===== src/rtl/lbg_train_ctrl.sv =====
// LBG codebook training sequencer: steps codebook levels and drives the split, distortion and
// centroid engines through pulse/finish handshakes. Optional ABORT input with LBG_CTRL_ABORT_EN.
module lbg_train_ctrl #(
  parameter int D_W       = 45,
  parameter int LEVELS    = 4,
  parameter int MAX_ITER  = 16,
  parameter int EPS_SHIFT = 7
) (
  input  logic           clk,
  input  logic           rst_n,
`ifdef LBG_CTRL_ABORT_EN
  input  logic           ABORT,
`endif
  input  logic           START,
  output logic           BUSY,
  output logic           FINSH,
  output logic [2:0]     CNT_FOR,
  output logic [4:0]     ITER_CNT,
  output logic           SPLIT_START,
  input  logic           SPLIT_FINSH,
  output logic           DUPD_CLEAR,
  output logic           DUPD_START,
  input  logic           DUPD_FINSH,
  input  logic [D_W-1:0] D1,
  output logic           CENT_START,
  input  logic           CENT_FINSH,
  output logic [D_W-1:0] D_LAST
);

  typedef enum logic [2:0] {
    S_IDLE, S_SPLIT, S_CLR, S_DIST, S_SETTLE, S_CHECK, S_CENT, S_DONE
  } state_t;

  state_t                   state;
  logic                     settle;
  logic [D_W-1:0]           d_prev;
  logic [D_W-1:0]           diff;
  logic [D_W+EPS_SHIFT-1:0] diff_sh;
  logic [5:0]               iter_next;
  logic                     converged;

  // Relative-drop test is done at D_W+EPS_SHIFT bits so the shifted difference cannot wrap.
  always_comb begin
    diff      = d_prev - D_LAST;
    diff_sh   = {{EPS_SHIFT{1'b0}}, diff} << EPS_SHIFT;
    iter_next = {1'b0, ITER_CNT} + 6'd1;
    converged = (D_LAST == '0) ||
                (iter_next == 6'(MAX_ITER)) ||
                ((ITER_CNT != '0) &&
                 ((D_LAST >= d_prev) || (diff_sh < {{EPS_SHIFT{1'b0}}, D_LAST})));
  end

  assign BUSY = (state != S_IDLE);

  // NOTE: sequential state uses non-blocking assignments so every register samples pre-edge values.
  always_ff @(posedge clk or negedge rst_n) begin
    if (!rst_n) begin
      state       <= S_IDLE;
      settle      <= 1'b0;
      d_prev      <= '0;
      CNT_FOR     <= '0;
      ITER_CNT    <= '0;
      D_LAST      <= '0;
      FINSH       <= 1'b0;
      SPLIT_START <= 1'b0;
      DUPD_CLEAR  <= 1'b0;
      DUPD_START  <= 1'b0;
      CENT_START  <= 1'b0;
    end else begin
      // NOTE: pulse outputs default low each cycle; a state raises one only for the cycle it needs.
      FINSH       <= 1'b0;
      SPLIT_START <= 1'b0;
      DUPD_CLEAR  <= 1'b0;
      DUPD_START  <= 1'b0;
      CENT_START  <= 1'b0;
`ifdef LBG_CTRL_ABORT_EN
      if (ABORT && state != S_IDLE) begin
        state      <= S_IDLE;
        settle     <= 1'b0;
        d_prev     <= '0;
        CNT_FOR    <= '0;
        ITER_CNT   <= '0;
        D_LAST     <= '0;
        DUPD_CLEAR <= 1'b1;
      end else
`endif
      case (state)
        S_IDLE: if (START) begin
          CNT_FOR     <= 3'd1;
          ITER_CNT    <= '0;
          d_prev      <= '0;
          SPLIT_START <= 1'b1;
          state       <= S_SPLIT;
        end
        S_SPLIT: if (SPLIT_FINSH) begin
          DUPD_CLEAR <= 1'b1;
          state      <= S_CLR;
        end
        S_CLR: begin
          DUPD_START <= 1'b1;
          state      <= S_DIST;
        end
        S_DIST: if (DUPD_FINSH) begin
          settle <= 1'b0;
          state  <= S_SETTLE;
        end
        S_SETTLE: begin
          if (settle) begin
            D_LAST <= D1;
            settle <= 1'b0;
            state  <= S_CHECK;
          end else begin
            settle <= 1'b1;
          end
        end
        S_CHECK: begin
          ITER_CNT <= iter_next[4:0];
          if (!converged) begin
            d_prev     <= D_LAST;
            CENT_START <= 1'b1;
            state      <= S_CENT;
          end else if (CNT_FOR < 3'(LEVELS)) begin
            CNT_FOR     <= CNT_FOR + 3'd1;
            ITER_CNT    <= '0;
            d_prev      <= '0;
            SPLIT_START <= 1'b1;
            state       <= S_SPLIT;
          end else begin
            FINSH <= 1'b1;
            state <= S_DONE;
          end
        end
        S_CENT: if (CENT_FINSH) begin
          DUPD_CLEAR <= 1'b1;
          state      <= S_CLR;
        end
        S_DONE:  state <= S_IDLE;
        default: state <= S_IDLE;
      endcase
    end
  end

endmodule


===== config.mk =====
export PLATFORM = sky130hd
export DESIGN_NAME = lbg_train_ctrl
export DESIGN_NICKNAME = d
export VERILOG_FILES = /design/src/rtl/lbg_train_ctrl.sv
export SDC_FILE = /design/constraint.sdc
export NUM_CORES = 1
export LEC_CHECK = 0
export CAP_MARGIN = 0
export CORE_MARGIN = 2
export CORE_UTILIZATION = 55
export CTS_BUF_LIST = sky130_fd_sc_hd__clkbuf_4 sky130_fd_sc_hd__clkbuf_8
export CTS_CLUSTER_SIZE = 30
export DETAILED_ROUTE_END_ITERATION = 7
export PLACE_DENSITY = 0.91
export SKIP_CTS_REPAIR_TIMING = 1
export SLEW_MARGIN = 0
export SYNTH_ARGS = -nofsm -noshare
export SYNTH_HDL_FRONTEND = slang
export SYNTH_SLANG_ARGS = --single-unit

===== constraint.sdc =====
create_clock -name clk -period 6.5 [get_ports clk]
set_clock_uncertainty 0.1 [all_clocks]
set_input_delay 0.975 -clock clk [delete_from_list [all_inputs] [get_ports clk]]
set_output_delay 0.975 -clock clk [all_outputs]
set_load 0.03 [all_outputs]

==> metrics.cfg <==
[drt]
dr.pass1.iters=5
drt-initial-drc-count=529
vias=7441
drtAntennaViolNets=0
drt_wl_total_mm=21.91
drc=0
viasPerCell=6.232
wl_per_cell_um=18.35

[cts]
clock-sinks=107
tritoncts=built
cts_max_level=3
cts_buffer_depth=2
cts_buffers=9
clk_pin_slew_ps=100
root_buffer=clkbuf_8
clk_latency_ps=400

[power]
p_clk_share_pct=7.3
p_int_mw=2.485
cellPowerDensity_nw_per_um2=551.5
pwr-share-seq_pct=22.9
p_sw_share_pct=51.71
switching_power_mw=2.661
combPwrFrac_pct=69.8
vdd_drop_max_v=0.0002670
p_leak_nw=4.292

[synth]
synth_edf_count=0
async_reset_ff_share_pct=100.0
ys_ff_latch=107
synthCells=930
ys_seq_area_share_pct=33.30
netlist_area_um2=8041
ys.flop_type=dfrtp_1
synth_cell_types=72
synth.avg_cell_area_um2=8.647
synth_warnings=0
synth_fp_nets=1068

[layout]
final_common_cell=clkdlybuf4s50_1
mostFrequentLayoutCells=clkdlybuf4s50_1 (108), dfrtp_1 (107), nand2_1 (102)
diodes=0
layout.nets=1143
area_growth_pct=16.03
drive_above_1_share_pct=3.762
nFillCells=1231
layout.cells.non_filler=1194

[floorplan]
die_height_um=124.9
die_area_um2=15600
rows=44
io_pins=110
start_util_pct=55.75
core_area_um2=14420
die_w_um=124.9

[placement]
portBuffers=109
post-dp-hpwl_mm=16.97
post-place-ws_ps=865.5
dp_cells=1178
place_congestion=0.9688

[setup_path]
slowest_delay_ps=550
cpMostUsedCell=ha_1
cp_cell_sequence=inv_1 -> ha_1 -> nand4_1 -> or2_1 -> o21bai_1 -> a21bo_1 -> and2_1 -> o21ai_0 -> xor2_1 -> ha_1 -> and4_1 -> a221oi_1 -> o31ai_1 -> o2111ai_1 -> or4bb_1 -> a32oi_2 -> nand4b_4 -> a211oi_2 -> mux2i_1
crit_family=compound AO/OA/AOI/OAI gates
cp_max_fo=10
required_ps=6720
critical_path_arrival_ps=5930
path_class=reg -> reg
slowest_stage=a211oi_2
cp-start-kind=register
worst-path-buf-inv=1
cp-end-kind=register

[timing]
fin_crit_sh_pct=87.88
fmax_ghz=0.1751
hold_viol_final=0
fin_crit_ps=5712
finalMaxSlewViolations=0
slew_headroom_pct=24.51
layout_setup_ws_ps=787.7
worst_slew_pin_slew_ps=1124
rsz0062_at_grt=no
setup_violations=0
finalSetupTns_ps=0

[global_routing]
grt-ovfl-total=0
antenna_found_initial=0
grt_pass1_vias=7079
grt_pass1_wl_mm=35.95
grt_max_degree=92
grt_usage_pct=28.17

[run_status]
status=completed

[run]
cap_violations=0

[min_path]
min_path_type=reg -> reg

-- power by group through the flow --
stage | Sequential (mW) | Clock, mW | Combinational [mW]
3_5_place_dp | 1.18 | 0 | 3.53
6_report | 1.18 | 0.377 | 3.59
5_1_grt | 1.22 | 0.406 | 3.93
2_1_floorplan | 1.41 | 0 | 2.23
4_1_cts | 1.17 | 0.383 | 3.55
3_3_place_gp | 1.18 | 0 | 3.44
-- sequential cells by signal, summed over array words and instances, names as in the netlist --
register,flops
D_LAST,45
d_prev,45
ITER_CNT,5
CNT_FOR,3
state,3
CENT_START,1
DUPD_CLEAR,1
DUPD_START,1
FINSH,1
SPLIT_START,1
settle,1
-- worst reg2reg max path: stages, from the launching register on --
cell	delay, ps
dfrtp_1	410
inv_1	90
ha_1	500
nand4_1	180
or2_1	280
o21bai_1	200
a21bo_1	220
and2_1	200
o21ai_0	280
xor2_1	180
ha_1	250
and4_1	220
a221oi_1	350
o31ai_1	140
o2111ai_1	240
or4bb_1	520
a32oi_2	290
nand4b_4	180
a211oi_2	560
mux2i_1	240
-- per-layer routing --
| metal | share of wire, % | track usage, % |
|---|---|---|
| met1 | 46 | 40.98 |
| met2 | 46 | 44.55 |
| met3 | 6.2 | 3.308 |
| met4 | 1.9 | 8.431 |
| met5 | 0 | 0 |
-- path summary, 6_finish.rpt --
check / depth (start not counted) / startpoint / slack, ps / to
max: 19 / D_LAST[12] / 790 / CNT_FOR[1]
min: 1 / d_prev[0] / 410 / d_prev[0]
max reg2reg: 19 / D_LAST[12] / 790 / CNT_FOR[1]
min reg2reg: 1 / d_prev[0] / 410 / d_prev[0]
max in group asynchronous: 2 / rst_n / 4670 / d_prev[10]
min in group asynchronous: 1 / rst_n / 500 / D_LAST[40]
-- through the flow --
stage                     instance area (um2)  power [mW]  utilization, %  hold slack [ps]
after detailed placement                 9161       4.711           63.51            387.2
final                                    9330       5.146           64.69            407.3
after global placement                   9161       4.625           63.51            382.3
after floorplan                          8041       3.649               -            365.8
after global routing                     9330       5.549           64.69            424.7
after CTS                                9330       5.108           64.69            410.9
-- cell type report --
type	instances	area [um2]	area share, %
multi-input cells	704	4872	52.22
flip-flops and latches	107	2678	28.70
repair buffers	113	1119	11.99
inverters	70	262.8	2.816
well taps	184	230.2	2.467
clock buffers	11	138.9	1.489
clock inverters	5	30.03	0.3218
-- cells by family after synthesis --
kind of cell	Yosys count	synth area share, %
multiplexers	6	0.7624
buffers and inverters	119	6.177
flip-flops	107	33.30
XOR/XNOR	35	3.812
adder cells (fa/ha/maj)	87	13.63
AND/OR/NAND/NOR	263	16.35
AO/OA/AOI/OAI	313	25.97
-- synth_stat cells (5+ instances only) --
library cell | instances | area share [%]
nand3_1 | 10 | 0.62
mux2i_1 | 5 | 0.62
or4_1 | 5 | 0.47
o31ai_1 | 6 | 0.56
nor3_1 | 18 | 1.1
nor4_1 | 13 | 1.0
a31oi_1 | 6 | 0.47
a22o_1 | 46 | 5.0
inv_1 | 70 | 3.3
dfrtp_1 | 107 | 33
xnor2_1 | 23 | 2.5
a21oi_1 | 72 | 4.5
a21o_1 | 24 | 2.2
nor2_1 | 38 | 1.8
a221oi_1 | 5 | 0.54
and2_1 | 10 | 0.78
nand4_1 | 34 | 2.6
o21ai_0 | 85 | 5.3
xor2_1 | 12 | 1.3
nand2_1 | 102 | 4.8
o21bai_1 | 13 | 1.2
clkbuf_1 | 36 | 1.7
o21a_1 | 8 | 0.75
ha_1 | 86 | 13
a211oi_1 | 8 | 0.75
nand2b_1 | 6 | 0.47
o211ai_1 | 5 | 0.47
(Power assumes the default switching activity.)
